[config.mk]
export PLATFORM = sky130hd
export DESIGN_NAME = led_cmd_regs
export DESIGN_NICKNAME = d
export VERILOG_FILES = /design/src/rtl/led_cmd_pkg.sv /design/src/rtl/led_pwm_channel.sv /design/src/rtl/led_cmd_regs.sv
export SDC_FILE = /design/constraint.sdc
export NUM_CORES = 1
export LEC_CHECK = 0
export CAP_MARGIN = 20
export CORE_ASPECT_RATIO = 1.5
export CORE_UTILIZATION = 36
export CTS_BUF_LIST = sky130_fd_sc_hd__clkbuf_16
export CTS_CLUSTER_SIZE = 16
export DETAILED_ROUTE_END_ITERATION = 8
export GPL_TIMING_DRIVEN = 0
export SYNTH_ARGS = -nofsm -noshare
export SYNTH_HDL_FRONTEND = slang
export SYNTH_SLANG_ARGS = --single-unit
[constraint.sdc]
create_clock -name clk -period 13.6 [get_ports clk]
set_input_delay 2.72 -clock clk [delete_from_list [all_inputs] [get_ports clk]]
set_output_delay 2.72 -clock clk [all_outputs]
set_load 0.02 [all_outputs]
[src/rtl/led_cmd_pkg.sv]
// Shared address map, CTRL bit positions and parser state type
// for the SPI-addressed LED controller.
package led_cmd_pkg;

  localparam logic [6:0] ADDR_ID        = 7'h00;
  localparam logic [6:0] ADDR_CTRL      = 7'h01;
  localparam logic [6:0] ADDR_CMDCNT    = 7'h02;
  localparam logic [6:0] ADDR_DUTY_BASE = 7'h10;

  localparam int CTRL_EN    = 0;
  localparam int CTRL_BLINK = 1;

  typedef enum logic {
    ST_IDLE = 1'b0,
    ST_DATA = 1'b1
  } parser_state_t;

endpackage

[src/rtl/led_pwm_channel.sv]
// One PWM channel: duty shadow reloaded at the period wrap plus the
// registered compare that drives a single LED.
module led_pwm_channel #(
  parameter int PWM_WIDTH = 8
) (
  input  logic                 clk,
  input  logic                 rst,
  input  logic [PWM_WIDTH-1:0] i_duty,
  input  logic                 i_load,
  input  logic [PWM_WIDTH-1:0] i_pwm_cnt_next,
  input  logic                 i_gate_next,
  output logic                 o_led
);

  logic [PWM_WIDTH-1:0] r_shadow;
  logic [PWM_WIDTH-1:0] w_shadow_next;
  logic                 r_led;

  assign w_shadow_next = i_load ? i_duty : r_shadow;

  // Compare against next-state values so the registered LED lines up with
  // the counter and shadow that become visible on the same edge.
  always_ff @(posedge clk or posedge rst) begin
    if (rst) begin
      r_shadow <= '0;
      r_led    <= 1'b0;
    end else begin
      r_shadow <= w_shadow_next;
      r_led    <= i_gate_next & (i_pwm_cnt_next < w_shadow_next);
    end
  end

  assign o_led = r_led;

endmodule

[src/rtl/led_cmd_regs.sv]
// SPI byte-stream transaction parser, register file, shared PWM timebase
// and heartbeat for NUM_LEDS dimmable LED channels.
module led_cmd_regs
  import led_cmd_pkg::*;
#(
  parameter int          NUM_LEDS       = 4,
  parameter int          PWM_WIDTH      = 8,
  parameter int          PRESCALE_WIDTH = 6,
  parameter int          SYS_CNTR_WIDTH = 25,
  parameter logic [7:0]  ID_VALUE       = 8'hA8
) (
  input  logic                clk,
  input  logic                rst,
  input  logic [7:0]          cmd,
  input  logic                cmd_valid,
  input  logic                frame_active,
  output logic [7:0]          response,
  output logic [NUM_LEDS-1:0] led,
  output logic                heartbeat
);

  parser_state_t r_state, w_state_next;
  logic          r_wr;
  logic [6:0]    r_addr;
  logic          r_armed;
  logic [7:0]    r_response;
  logic [1:0]    r_ctrl, w_ctrl_next;
  logic [7:0]    r_cmdcnt;
  logic [PWM_WIDTH-1:0] r_duty [NUM_LEDS];

  logic          w_cmd_accept;
  logic          w_data_byte;
  logic          w_wr_en;
  logic [6:0]    w_rd_addr;
  logic [7:0]    w_rd_data;
  logic [NUM_LEDS-1:0] w_duty_we;

  logic [PRESCALE_WIDTH-1:0] r_prescale;
  logic [PWM_WIDTH-1:0]      r_pwm_cnt, w_pwm_next;
  logic [SYS_CNTR_WIDTH-1:0] r_syscounter, w_sys_next;
  logic                      w_tick, w_wrap, w_gate_next;

  // Parser state register
  always_ff @(posedge clk or posedge rst) begin
    if (rst) r_state <= ST_IDLE;
    else     r_state <= w_state_next;
  end

  always_comb begin
    w_state_next = r_state;
    if (!frame_active)
      w_state_next = ST_IDLE;
    else if (cmd_valid && r_state == ST_IDLE && r_armed)
      w_state_next = ST_DATA;
  end

  always_comb begin
    w_cmd_accept = frame_active && cmd_valid && (r_state == ST_IDLE) && r_armed;
    w_data_byte  = frame_active && cmd_valid && (r_state == ST_DATA);
  end

  assign w_wr_en   = w_data_byte && r_wr;
  assign w_rd_addr = w_cmd_accept ? cmd[6:0] : r_addr + 7'd1;

  always_comb begin
    w_rd_data = 8'h00;
    if (w_rd_addr == ADDR_ID)
      w_rd_data = ID_VALUE;
    else if (w_rd_addr == ADDR_CTRL)
      w_rd_data = {6'b0, r_ctrl};
    else if (w_rd_addr == ADDR_CMDCNT)
      w_rd_data = r_cmdcnt;
    for (int i = 0; i < NUM_LEDS; i++) begin
      if (w_rd_addr == ADDR_DUTY_BASE + 7'(i))
        w_rd_data = r_duty[i];
    end
  end

  assign w_ctrl_next = (w_wr_en && r_addr == ADDR_CTRL) ?
                       {cmd[CTRL_BLINK], cmd[CTRL_EN]} : r_ctrl;

  // After reset the parser ignores bytes until the current frame has ended.
  always_ff @(posedge clk or posedge rst) begin
    if (rst) begin
      r_wr       <= 1'b0;
      r_addr     <= '0;
      r_armed    <= 1'b0;
      r_response <= ID_VALUE;
      r_ctrl     <= '0;
      r_cmdcnt   <= '0;
    end else begin
      r_ctrl <= w_ctrl_next;
      if (cmd_valid)
        r_cmdcnt <= r_cmdcnt + 8'd1;
      if (!frame_active) begin
        r_armed    <= 1'b1;
        r_response <= ID_VALUE;
      end else if (w_cmd_accept || w_data_byte) begin
        r_response <= w_rd_data;
      end
      if (w_cmd_accept) begin
        r_wr   <= cmd[7];
        r_addr <= cmd[6:0];
      end else if (w_data_byte) begin
        r_addr <= r_addr + 7'd1;
      end
    end
  end

  always_ff @(posedge clk or posedge rst) begin
    if (rst) begin
      for (int i = 0; i < NUM_LEDS; i++) r_duty[i] <= '0;
    end else begin
      for (int i = 0; i < NUM_LEDS; i++)
        if (w_duty_we[i]) r_duty[i] <= cmd;
    end
  end

  assign w_tick      = &r_prescale;
  assign w_wrap      = w_tick && (&r_pwm_cnt);
  assign w_pwm_next  = w_tick ? r_pwm_cnt + 1'b1 : r_pwm_cnt;
  assign w_sys_next  = r_syscounter + 1'b1;
  assign w_gate_next = w_ctrl_next[CTRL_EN] &
                       (~w_ctrl_next[CTRL_BLINK] | w_sys_next[SYS_CNTR_WIDTH-1]);

  always_ff @(posedge clk or posedge rst) begin
    if (rst) begin
      r_prescale   <= '0;
      r_pwm_cnt    <= '0;
      r_syscounter <= '0;
    end else begin
      r_prescale   <= r_prescale + 1'b1;
      r_pwm_cnt    <= w_pwm_next;
      r_syscounter <= w_sys_next;
    end
  end

  for (genvar gi = 0; gi < NUM_LEDS; gi++) begin : g_chan
    assign w_duty_we[gi] = w_wr_en && (r_addr == ADDR_DUTY_BASE + 7'(gi));

    led_pwm_channel #(
      .PWM_WIDTH(PWM_WIDTH)
    ) u_chan (
      .clk            (clk),
      .rst            (rst),
      .i_duty         (r_duty[gi]),
      .i_load         (w_wrap),
      .i_pwm_cnt_next (w_pwm_next),
      .i_gate_next    (w_gate_next),
      .o_led          (led[gi])
    );
  end

  assign response  = r_response;
  assign heartbeat = r_syscounter[SYS_CNTR_WIDTH-1];

endmodule
==> run summary <==
Pins over their slew limit -> 0
Setup ws final -> 8.673 ns
Fmax achieved -> 0.2030 GHz
Hold buffer count at cts -> 0
Post-Syn Area -> 6800 sq um
CP Capture Type -> flop
Largest cells by area after synthesis -> dfrtp_1 (49%), mux2_2 (8.1%), ha_1 (6.6%), xnor2_1 (3.7%), mux2i_1 (3.7%)
DRC -> 0
Max VDD drop -> 0.00007385 V
CTS max path bufs -> 2
Most numerous cell in the Yosys netlist -> dfrtp_1
Fin crit share -> 36.23%
DR pass1 iterations -> 4
H-tree depth -> 4
RSZ-0062 raised after global routing -> no
Clk sinks -> 135
Core Box Area -> 18550 sq um
Post-Syn Instances -> 620
First-pass GRT wire length -> 26740 microns
Yosys cell types -> 58
DIE AREA -> 19450 sq um
Buffers on Ports -> 22
Post-CTS setup buffers -> 0
Worst Path Max Fanout -> 10
Non-filler cells, final -> 927
Worst Path Required -> 13.92 ns
Ys flop type -> dfrtp_1
TritonCTS clock tree -> built
DP Cell Count -> 895
Hold WS -> 0.4673 ns
Flops & latches, synth -> 135
Fin util -> 43.06%
HP Class -> flop to flop
PwrDens -> 137.4 nW/um^2
Antenna viol nets, final -> 0
Post-CTS sizing -> 0
Worst-margin pin slew -> 0.7091 ns
Num rows -> 61
DR vias -> 4865
Worst setup path category -> primary input to flop
Pre-CTS setup slack -> 8.287 ns
Die Y -> 170.3 microns
WL final -> 16620 microns
Ratio of cells with drive above 1 in the final layout -> 16.44%
Top Ports -> 25
Final Hold Violating Endpoints -> 0
Gpl congestion -> 0.9232
Status -> finished, final reports clean
Worst skew pair latency -> 0.43 ns
Vias in the first global route -> 5081
Post-synth EDFFs -> 0
Drt initial violations -> 367
Root buffer cell -> clkbuf_16
Area of the multi-input gates -> 3149 sq um
Synth warn -> 0
Largest net degree at the start of global routing -> 90
Initial Util -> 36.67%
Final setup violation count -> 0
Antenna fix cells -> 0
Die width -> 114.2 microns
Synth area leader -> dfrtp_1
Lkg Pwr -> 3.796 nW
Grt ovf -> 0
Initial antenna violation count -> 1
Avg Cell Area, Syn -> 10.97 sq um
Clk pin slew, worst setup/hold paths -> 0.06 ns
Area grow syn2layout -> 17.44%
FF+latch area -> 3382 sq um
Critical path launch point type -> primary input
Via density -> 5.248
Layout net count -> 710
CTS Buf Count -> 17
Slew HR -> 52.41%
Top cells by count, synth -> dfrtp_1 (132), nand2_1 (51), mux2_2 (49), inv_1 (41), nor2_1 (37)
Setup TNS -> 0 ns
Hpwl dp -> 12150 microns
R2R setup slack -> 10.00 ns
Critical Path AT -> 5.24 ns
WL per Instance -> 17.93 microns
Syn Nets -> 668
Seq/Total Area, Yosys -> 49.73%
Minimum clock period -> 4.927 ns
Post-synth top area share -> 48.57%
Max-cap violations -> 0
Post-synth ARST share -> 100.0%
Total track usage -> 18.52%
Total of fill cells in the finished design -> 1767
Clock Skews -> 0.009188 ns
where the power goes:
group / switching (W) / internal, W / leakage (nW) / total [W]
Clock: 0.000191 / 0.000293 / 0.294 / 0.000483
Combinational: 0.0000994 / 0.0000602 / 1.70 / 0.000160
Sequential: 0.0000298 / 0.000424 / 1.80 / 0.000454
registers in the layout, indices dropped and copies added, names as in the netlist:
register                cells
r_prescale                  6
r_armed                     1
r_addr                      7
g_chan.u_chan.r_shadow     32
r_state                     1
r_pwm_cnt                   8
g_chan.u_chan.o_led         4
r_wr                        1
r_cmdcnt                    8
r_ctrl                      2
r_duty                     32
r_syscounter               25
response                    8
metrics by stage:
step / cell area (sq um) / total power [W]
floorplan: 6800 / 0.0005635
global placement: 7336 / 0.0006104
detailed placement: 7368 / 0.0006173
CTS: 7986 / 0.001104
global route: 7986 / 0.001145
finish: 7986 / 0.001097
final timing paths:
check	to	from	cells past startpoint
worst max-delay path	response[2]	frame_active	8
worst min-delay path	r_syscounter[22]	r_syscounter[22]	1
worst max register to register	g_chan[3].u_chan.o_led	r_prescale[0]	12
worst min register to register	r_syscounter[22]	r_syscounter[22]	1
max in group asynchronous	response[7]	rst	3
min in group asynchronous	r_syscounter[0]	rst	2
worst max-delay path, cell delays in order:
cell and delay (ns):
clkdlybuf4s50_1 0.56, and4b_1 0.22, buf_2 0.27, mux2i_1 0.50
o2111ai_1 0.37, o21ai_0 0.25, a21oi_1 0.08, a32o_1 0.26
metal layers:
layer / up-vias / global-route usage, % / share of wire, %
met5: - / 0 / 0
li1: 2275 / - / -
met1: 2420 / 19.88 / 39
met3: 53 / 4.630 / 3.6
met4: 0 / 12.65 / 6.0
met2: 117 / 31.81 / 52
placed cells by master, fill, tap and decap left out, types with 6 or more instances in the layout:
master / n
buf_2: 8
xnor2_1: 29
o21ai_0: 23
nand4_1: 9
xor2_1: 14
ha_1: 36
clkdlybuf4s50_1: 22
a21oi_1: 24
mux2_2: 49
nand2_1: 51
clkbuf_1: 10
dfrtp_1: 132
inv_1: 40
mux2i_1: 25
o21ai_1: 8
o22ai_1: 6
clkbuf_16: 17
nor2_1: 37
nor2b_1: 6
nand3_1: 23
and3_1: 8
cells by family after synthesis:
family                   Yosys count  share of synthesized area [%]
AND/OR/NAND/NOR                  169                          12.75
flip-flops                       135                          49.73
AO/OA/AOI/OAI                     95                          8.832
multiplexers                      76                          12.33
buffers and inverters             65                          3.956
XOR/XNOR                          44                          5.777
adder cells (fa/ha/maj)           36                          6.624
cell type report:
cell class	instances	area share, %
sequential	135	42.35
timing repair buffer	23	3.102
clock inverter	15	2.413
inverter	42	2.037
multi-input combinational	420	39.43
buffer	23	1.394
clock buffer	17	5.327
tap	252	3.948
No activity file was read; power rests on OpenSTA's default activity.
